`src/rtl/unified_mem_arbiter_pkg.sv`:
```
// Shared definitions for the unified memory arbiter: FSM state encoding,
// requester port ids, the default starvation limit and a small address helper.
package unified_mem_arbiter_pkg;

    // FSM states: arbitrate, drive the memory, then return the response
    typedef enum logic [1:0] {
        ST_IDLE   = 2'd0,
        ST_ACCESS = 2'd1,
        ST_RESP   = 2'd2
    } state_e;

    // Requester identity latched at grant time
    typedef enum logic {
        PORT_IF = 1'b0,
        PORT_D  = 1'b1
    } port_e;

    localparam int DEF_STARVE_LIMIT = 4;

    // The memory is 16 bits wide, so any odd byte address is misaligned
    function automatic logic is_misaligned(input logic addr_lsb);
        return addr_lsb;
    endfunction

endpackage

```
`src/rtl/unified_mem_arbiter_arb_priority_pick.sv`:
```
// Combinational winner select between the fetch and data requesters.
// Data wins by default; fetch wins when it is the only requester or when
// the starvation counter has reached its limit while fetch is waiting.
//   if_req_i     fetch request
//   d_req_i      data request
//   starve_hit_i starvation counter equals the limit
//   grant_o      some requester wins this cycle
//   winner_o     which port wins (meaningful only with grant_o)
module arb_priority_pick
    import unified_mem_arbiter_pkg::*;
(
    input  logic  if_req_i,
    input  logic  d_req_i,
    input  logic  starve_hit_i,
    output logic  grant_o,
    output port_e winner_o
);

    // Priority decode; starvation only overrides data when fetch is actually waiting
    always_comb begin
        grant_o  = 1'b0;
        winner_o = PORT_D;
        if (if_req_i && starve_hit_i) begin
            grant_o  = 1'b1;
            winner_o = PORT_IF;
        end else if (d_req_i) begin
            grant_o  = 1'b1;
            winner_o = PORT_D;
        end else if (if_req_i) begin
            grant_o  = 1'b1;
            winner_o = PORT_IF;
        end else begin
            grant_o  = 1'b0;
            winner_o = PORT_D;
        end
    end

endmodule

```
`src/rtl/unified_mem_arbiter.sv`:
```
// Shares one 16-bit byte-addressed single-port memory between the fetch
// port and the data port. Each access takes IDLE -> ACCESS -> RESP, giving a
// fixed three-cycle request-to-response latency; the memory is only enabled
// during ACCESS, so it never sees overlapping operations.
//   clk, rst                        clock, synchronous active-high reset
//   if_req/if_addr                  fetch request and byte address
//   if_rdata/if_valid/if_err        fetch response (one-cycle pulse)
//   d_req/d_wr/d_addr/d_wdata       data request (load or store)
//   d_rdata/d_valid/d_err           data response (one-cycle pulse)
//   mem_en/mem_wr/mem_addr/mem_wdata memory control, zero outside ACCESS
//   mem_rdata                       combinational memory read data
module unified_mem_arbiter
    import unified_mem_arbiter_pkg::*;
#(
    parameter int ADDR_WIDTH   = 16,
    parameter int STARVE_LIMIT = DEF_STARVE_LIMIT
) (
    input  logic                  clk,
    input  logic                  rst,
    input  logic                  if_req,
    input  logic [ADDR_WIDTH-1:0] if_addr,
    output logic [15:0]           if_rdata,
    output logic                  if_valid,
    output logic                  if_err,
    input  logic                  d_req,
    input  logic                  d_wr,
    input  logic [ADDR_WIDTH-1:0] d_addr,
    input  logic [15:0]           d_wdata,
    output logic [15:0]           d_rdata,
    output logic                  d_valid,
    output logic                  d_err,
    output logic                  mem_en,
    output logic                  mem_wr,
    output logic [ADDR_WIDTH-1:0] mem_addr,
    output logic [15:0]           mem_wdata,
    input  logic [15:0]           mem_rdata
);

    localparam logic [3:0] LIMIT_C = 4'(STARVE_LIMIT);

    state_e                state_q, state_d;
    port_e                 port_q, port_d;
    logic                  wr_q, wr_d;
    logic [ADDR_WIDTH-1:0] addr_q, addr_d;
    logic [15:0]           wdata_q, wdata_d;
    logic [3:0]            cnt_q, cnt_d;
    logic [15:0]           rsp_rdata_q, rsp_rdata_d;
    logic                  rsp_err_q, rsp_err_d;
    logic                  if_valid_q, if_valid_d;
    logic                  d_valid_q, d_valid_d;

    logic                  grant_s;
    port_e                 winner_s;
    logic                  starve_hit_s;
    logic                  misaligned_s;
    logic                  access_s;

    assign starve_hit_s = (cnt_q == LIMIT_C);
    assign misaligned_s = is_misaligned(addr_q[0]);
    // rst gates the memory immediately so a store caught mid-access is dropped
    assign access_s     = (state_q == ST_ACCESS) && !rst;

    arb_priority_pick u_pick (
        .if_req_i     (if_req),
        .d_req_i      (d_req),
        .starve_hit_i (starve_hit_s),
        .grant_o      (grant_s),
        .winner_o     (winner_s)
    );

    // Next-state, request latch and response computation
    always_comb begin
        state_d     = state_q;
        port_d      = port_q;
        wr_d        = wr_q;
        addr_d      = addr_q;
        wdata_d     = wdata_q;
        rsp_rdata_d = 16'h0000;
        rsp_err_d   = 1'b0;
        if_valid_d  = 1'b0;
        d_valid_d   = 1'b0;
        case (state_q)
            ST_IDLE: begin
                if (grant_s) begin
                    state_d = ST_ACCESS;
                    port_d  = winner_s;
                    if (winner_s == PORT_D) begin
                        wr_d    = d_wr;
                        addr_d  = d_addr;
                        wdata_d = d_wdata;
                    end else begin
                        wr_d    = 1'b0;
                        addr_d  = if_addr;
                        wdata_d = 16'h0000;
                    end
                end else begin
                    state_d = ST_IDLE;
                end
            end
            ST_ACCESS: begin
                state_d    = ST_RESP;
                rsp_err_d  = misaligned_s;
                if_valid_d = (port_q == PORT_IF);
                d_valid_d  = (port_q == PORT_D);
                if (!misaligned_s && !wr_q) begin
                    rsp_rdata_d = mem_rdata;
                end else begin
                    rsp_rdata_d = 16'h0000;
                end
            end
            ST_RESP: begin
                state_d = ST_IDLE;
            end
            default: begin
                state_d = ST_IDLE;
            end
        endcase
    end

    // Starvation counter: counts data grants that bypass a waiting fetch
    always_comb begin
        cnt_d = cnt_q;
        if (state_q == ST_IDLE) begin
            if (grant_s && (winner_s == PORT_IF)) begin
                cnt_d = 4'd0;
            end else if (!if_req) begin
                cnt_d = 4'd0;
            end else if (grant_s) begin
                if (cnt_q >= LIMIT_C) begin
                    cnt_d = LIMIT_C;
                end else begin
                    cnt_d = cnt_q + 4'd1;
                end
            end else begin
                cnt_d = cnt_q;
            end
        end else begin
            cnt_d = cnt_q;
        end
    end

    // State, latch, counter and response registers
    always_ff @(posedge clk) begin
        if (rst) begin
            state_q     <= ST_IDLE;
            port_q      <= PORT_D;
            wr_q        <= 1'b0;
            addr_q      <= {ADDR_WIDTH{1'b0}};
            wdata_q     <= 16'h0000;
            cnt_q       <= 4'd0;
            rsp_rdata_q <= 16'h0000;
            rsp_err_q   <= 1'b0;
            if_valid_q  <= 1'b0;
            d_valid_q   <= 1'b0;
        end else begin
            state_q     <= state_d;
            port_q      <= port_d;
            wr_q        <= wr_d;
            addr_q      <= addr_d;
            wdata_q     <= wdata_d;
            cnt_q       <= cnt_d;
            rsp_rdata_q <= rsp_rdata_d;
            rsp_err_q   <= rsp_err_d;
            if_valid_q  <= if_valid_d;
            d_valid_q   <= d_valid_d;
        end
    end

    assign if_valid  = if_valid_q;
    assign if_err    = if_valid_q & rsp_err_q;
    assign if_rdata  = if_valid_q ? rsp_rdata_q : 16'h0000;
    assign d_valid   = d_valid_q;
    assign d_err     = d_valid_q & rsp_err_q;
    assign d_rdata   = d_valid_q ? rsp_rdata_q : 16'h0000;

    assign mem_en    = access_s & ~misaligned_s;
    assign mem_wr    = access_s & ~misaligned_s & wr_q;
    assign mem_addr  = access_s ? addr_q : {ADDR_WIDTH{1'b0}};
    assign mem_wdata = access_s ? wdata_q : 16'h0000;

endmodule

```
`config.mk`:
```
export PLATFORM = sky130hd
export DESIGN_NAME = unified_mem_arbiter
export DESIGN_NICKNAME = d
export VERILOG_FILES = /design/src/rtl/unified_mem_arbiter_pkg.sv /design/src/rtl/unified_mem_arbiter_arb_priority_pick.sv /design/src/rtl/unified_mem_arbiter.sv
export SDC_FILE = /design/constraint.sdc
export NUM_CORES = 1
export LEC_CHECK = 0
export ABC_AREA = 1
export BUFFER_PORTS_ARGS = -buffer_cell sky130_fd_sc_hd__buf_2
export CAP_MARGIN = 20
export CORE_MARGIN = 2
export CORE_UTILIZATION = 44
export DETAILED_ROUTE_END_ITERATION = 8
export GPL_TIMING_DRIVEN = 0
export PLACE_DENSITY = 0.77
export SYNTH_ARGS = -nofsm -noshare
export SYNTH_HDL_FRONTEND = slang
export SYNTH_SLANG_ARGS = --single-unit
```
`constraint.sdc`:
```
create_clock -name clk -period 4.1 [get_ports clk]
set_clock_uncertainty 0.15 [all_clocks]
set_input_delay 0.82 -clock clk [delete_from_list [all_inputs] [get_ports clk]]
set_output_delay 0.82 -clock clk [all_outputs]
set_load 0.01 [all_outputs]
```
==> results of run 1 <==
-- cell type report --
type,count,area [um^2],share of cell area (%)
tap,77,96.3,2.43
inverter,111,419,10.6
multi-input combinational,247,1220,30.7
sequential,59,1180,29.8
buffer,25,149,3.75
clock buffer,9,124,3.12
timing repair buffer,138,691,17.4
clock inverter,7,92.6,2.33
-- worst max-delay path, cell delays in order --
cell and delay [ps]:
buf_2 130, nor3_4 180, inv_2 130, buf_1 260, nor2_1 170, buf_2 150
-- power groups by stage --
stage / combinational (W) / clock, W / sequential, W
after global placement: 0.000230 / 0 / 0.000641
after global routing: 0.000268 / 0.000619 / 0.000634
after floorplan: 0.000159 / 0 / 0.000639
after detailed placement: 0.000236 / 0 / 0.000643
final: 0.000236 / 0.000572 / 0.000630
after CTS: 0.000237 / 0.000587 / 0.000630
-- per-layer routing --
| metal | GRT usage (%) | wire [um] |
|---|---|---|
| met1 | 25.0 | 3250 |
| met2 | 35.9 | 3660 |
| met3 | 4.33 | 478 |
| met4 | 8.37 | 125 |
| met5 | 0 | 0 |
-- logic make-up (layout without fill, tap and decap cells) --
family	Yosys count	in the layout	share of synthesized area, %
buffers and inverters	136	290	19.1
adders and majority gates	2	2	0.843
AOI/OAI and AO/OA	39	39	7.04
DFF	59	59	39.8
and+or+nand+nor	206	206	33.2
-- sequential cells by signal (all words and copies together), names as in the netlist --
signal,count
addr_q,16
d_valid,1
rsp_err_q,1
wdata_q,16
wr_q,1
rsp_rdata_q,16
cnt_q,4
state_q,2
port_q,1
if_valid,1
-- metrics by stage --
| stage | setup slack, ps | hold slack [ps] | utilization [%] |
|---|---|---|---|
| 2_1_floorplan | 1670 | 243 | - |
| 3_3_place_gp | 1260 | 253 | 58.4 |
| 3_5_place_dp | 1250 | 260 | 58.4 |
| 4_1_cts | 1250 | 271 | 61.8 |
| 5_1_grt | 1150 | 303 | 61.8 |
| 6_report | 1280 | 274 | 61.8 |
-- worst paths after layout --
kind,startpoint,to,cells past startpoint
worst max-delay path,rst,mem_addr[13],6
worst min-delay path,port_q$_SDFFE_PP1N_,if_valid$_SDFF_PP0_,1
worst max register to register,cnt_q[0]$_SDFFE_PP0P_,wdata_q[10]$_SDFFE_PP0N_,8
worst min register to register,port_q$_SDFFE_PP1N_,if_valid$_SDFF_PP0_,1
-- cells in the mapped netlist --
master,count,area share [%]
buf_2,5,0.84
inv_4,1,0.21
buf_6,4,1.5
nand2_4,1,0.38
inv_2,1,0.13
buf_4,5,1.3
nor3_4,1,0.55
nand4_2,1,0.42
ha_1,2,0.84
nor2_2,1,0.21
nand3_1,69,12
o21ai_0,1,0.17
nand2_1,72,9.1
nor3_1,2,0.34
a21oi_1,36,6.1
o211ai_1,1,0.25
inv_1,109,14
or2_1,1,0.21
nor2_4,11,4.2
nor2_1,45,5.7
dfxtp_1,59,40
nand2_2,2,0.42
clkbuf_1,8,1.0
o21ai_4,1,0.55
buf_1,3,0.38
-- cells in the final DEF (no fill, tap or decap), types with 2 or more instances in the layout --
cell        netlist  layout
clkbuf_8          0       9
clkbuf_1          8       8
buf_6             4       4
nor2_4           11      11
a21oi_1          36      36
nand2_1          72      72
buf_2             5     143
buf_1             3       3
nand2_2           2       2
ha_1              2       2
buf_4             5       5
clkinvlp_4        0       3
nor3_1            2       2
nor2_1           45      45
clkinv_2          0       2
dfxtp_1          59      59
inv_1           109     109
bufinv_16         0       2
nand3_1          69      69
==> flow_summary.ini, run 1 <==
[global_routing]
grt_pass1_wl_mm = 12.3
grt_pass1_vias = 2806
grt_max_degree = 12
antenna_found_initial = 0
grtUsageTotal_pct = 20.8
grt-ovfl-total = 0

[route]
ant_nets = 0
drc = 0
wl_per_cell_um = 11.2
dr.first_iter.drc_count = 90
wl_mm = 7.52
vias_per_cell = 4.58
vias = 3081
drt_first_pass_iters = 5

[yosys]
syn_inst = 442
yosysWarnings = 0
syn_avg_cell_area_um2 = 6.71
ys_seq_area_share_pct = 39.8
yosysUniqueCellTypes = 25
syn_nets = 513
synth_area_um2 = 2970
synth-seq-cells = 59

[clock_network]
htreeDepth = 3
cts_tree = built
clkSinkCount = 59
clock-root-buffer = clkbuf_8
cts-resized-gates = 0
clock_latency_ps = 320
post_cts_buffers = 0
clockBufferDepth = 2
cts_buffers = 9
path_clk_slew_ps = 60
holdBufCountCts = 0

[die]
initial_core_util_pct = 46.2
die-area_um2 = 7410
die_h_um = 86.1
core_area_um2 = 6420
chipWidth_um = 86.1
ios = 139
rows = 29

[sta]
timing.fmax_mhz = 355
rsz0062_at_grt = no
slew_viol_final = 0
relSlewSlack_pct = 68.1
period_share_pct = 68.8
setup_viol = 0
fin_crit_ps = 2820
hold_viol_final = 0
tns_ps = 0
worstMarginPinSlew_ps = 479

[place]
hpwl_mm = 5.78
dp.cells = 657
gp_congestion = 0.797
io_buffers = 138
place_area_um2 = 3750

[power]
power_density_nw_per_um2 = 362
pwr-share-clk_pct = 39.8
p_seq_share_pct = 43.8
power_w = 0.00144
p_leak_nw = 2.36
netSwitchingFraction_pct = 27.1
p_int_w = 0.00105
peakVddDrop_v = 0.000188
p_comb_share_pct = 16.4
p_switching_w = 0.000390

[cells_and_area]
num-fill-cells = 618
n_antenna_cell = 0
final_cells = 673
final_design_area_no_fill_um2 = 3970
syn_to_final_growth_pct = 33.8
nNetsFinal = 662
drive_gt1_share_pct = 31.5

[critical_path]
crit_type = in2out
end_kind = output port
critPathLaunchType = input pin
cp.required_ps = 3130
cp_data_arrival_time_ps = 1850
crit_fanout = 10
r2r_slack_ps = 2360

[run_status]
outcome = complete, no violations

[flow_run]
cap_violations = 0

[worst_hold_path]
hp-class = reg2reg
Note: power is estimated with default switching activity, not from simulation.
==> inputs of run 2 (changes only) <==
- CORE_UTILIZATION: 44 -> 42
- clock period: 4.1 -> 2.5 ns (I/O delays scaled with it)
==> run 2 against run 1 <==
  * Total power increased by 54%
  * Critical path depth decreased by 1
  * Worst setup slack worse by 1100 ps
  * Via count unchanged
==> flow_summary.ini, run 2 (synthesis gave the netlist of run 1 again) <==
[clock_network]
cts_tree = built
clkSinkCount = 59
clock-root-buffer = clkbuf_8
holdBufCountCts = 0
post_cts_buffers = 0
clock_latency_ps = 320
path_clk_slew_ps = 60
cts_buffers = 9
clockBufferDepth = 2
cts-resized-gates = 0
htreeDepth = 3

[sta]
period_share_pct = 91.2
setup_viol = 0
hold_viol_final = 0
fin_crit_ps = 2280
worstMarginPinSlew_ps = 514
relSlewSlack_pct = 65.7
slew_viol_final = 0
timing.fmax_mhz = 439
rsz0062_at_grt = no
worst_slack_ps = 220
tns_ps = 0

[cells_and_area]
final_common_cell = buf_2
nNetsFinal = 662
final_util_pct = 57.9
final_cell_mix = buf_2 (143), inv_1 (109), nand2_1 (72)
drive_gt1_share_pct = 30.9
reg.largest.list = addr_q (16), rsp_rdata_q (16), wdata_q (16)
n_antenna_cell = 0
syn_to_final_growth_pct = 33.2

[global_routing]
antenna_found_initial = 0
grt-ovfl-total = 0
grt_pass1_wl_mm = 12.1
grt_pass1_vias = 2923
grt_max_degree = 11
grtUsageTotal_pct = 19.8

[route]
wl_mm = 7.51
ant_nets = 0
vias_per_cell = 4.46
drc = 0
drt_first_pass_iters = 4
wl_per_cell_um = 10.9
dr.first_iter.drc_count = 94
vias = 3081

[die]
initial_core_util_pct = 43.4
die-area_um2 = 7750
rows = 30
die_h_um = 88.0
chipWidth_um = 88.0
core_area_um2 = 6830
ios = 139

[flow_run]
cap_violations = 0

[worst_hold_path]
hp-class = in2reg
hp-start = mem_rdata[5]
hold_depth = 3
holdPathEnd = rsp_rdata_q[5]$_SDFF_PP0_

[critical_path]
cp_data_arrival_time_ps = 1630
cp.required_ps = 1850
critPathLaunchType = register
r2r-start = cnt_q[0]$_SDFFE_PP0P_
r2r_slack_ps = 740
crit_type = reg2out
reg2reg_depth = 8
crit_fanout = 10
end_kind = output port
r2r_end = wdata_q[4]$_SDFFE_PP0N_

[place]
place_worst_setup_slack_ps = 277
io_buffers = 138
gp_congestion = 0.825
hpwl_mm = 5.84

[power]
power_density_nw_per_um2 = 560
p_leak_nw = 2.35
peakVddDrop_v = 0.000303

[run_status]
outcome = complete, no violations
[run 2: cell types whose count changed in the layout (fill, tap and decap cells not counted)]
cell | before | now
clkbuf_1 | 8 | 11
clkinvlp_4 | 3 | 0
bufinv_16 | 2 | 1
[run 2: power by group]
part	switching (W)	leakage (nW)	internal [W]	total, W
Sequential	0.0000274	0.484	0.00101	0.00103
Clock	0.000339	0.0902	0.000453	0.000792
Combinational	0.000231	1.78	0.000156	0.000387
Total	0.000597	2.35	0.00161	0.00221
[run 2: worst max path at each step]
stage                          start      endpoint  slack (ps)  depth (start not counted)
2_1_floorplan                    rst   mem_addr[0]         710                          4
3_3_place_gp                     rst  mem_addr[13]         290                          6
3_5_place_dp                     rst  mem_addr[13]         280                          6
4_1_cts        state_q[1]$_SDFF_PP0_  mem_addr[13]         160                          5
5_1_grt        state_q[1]$_SDFF_PP0_  mem_wdata[0]          70                          5
6_report       state_q[1]$_SDFF_PP0_  mem_addr[13]         220                          5
[run 2: metal layers]
metal	routed length [um]	share of wire [%]	GRT usage [%]
met1	3240	43	22.1
met2	3650	49	36.8
met4	133	1.8	8.95
met3	489	6.5	3.20
met5	0	0	0
[run 2: final cells by class]
cell class | instances | area (um^2)
Clock buffer | 12 | 135
Buffer | 25 | 149
Inverter | 111 | 419
Tap cell | 96 | 120
Fill cell | 653 | 2880
Clock inverter | 3 | 40.0
Sequential cell | 59 | 1180
Timing Repair Buffer | 138 | 691
Multi-Input combinational cell | 247 | 1220
[run 2: through the flow]
step           total power (W)  hold WS [ps]  area [um^2]  instances
2_1_floorplan          0.00131           243         2970        442
3_3_place_gp           0.00143           252         3780        676
3_5_place_dp           0.00144           253         3780        676
4_1_cts                0.00224           227         3950        691
5_1_grt                0.00233           236         3950        691
6_report               0.00221           240         3950        691
[run 2: critical path, cell delays in order, from the launching register on]
cell and delay (ps):
dfxtp_1 390, nor3_4 60, inv_2 170, buf_1 430, nor2_1 100, buf_2 160
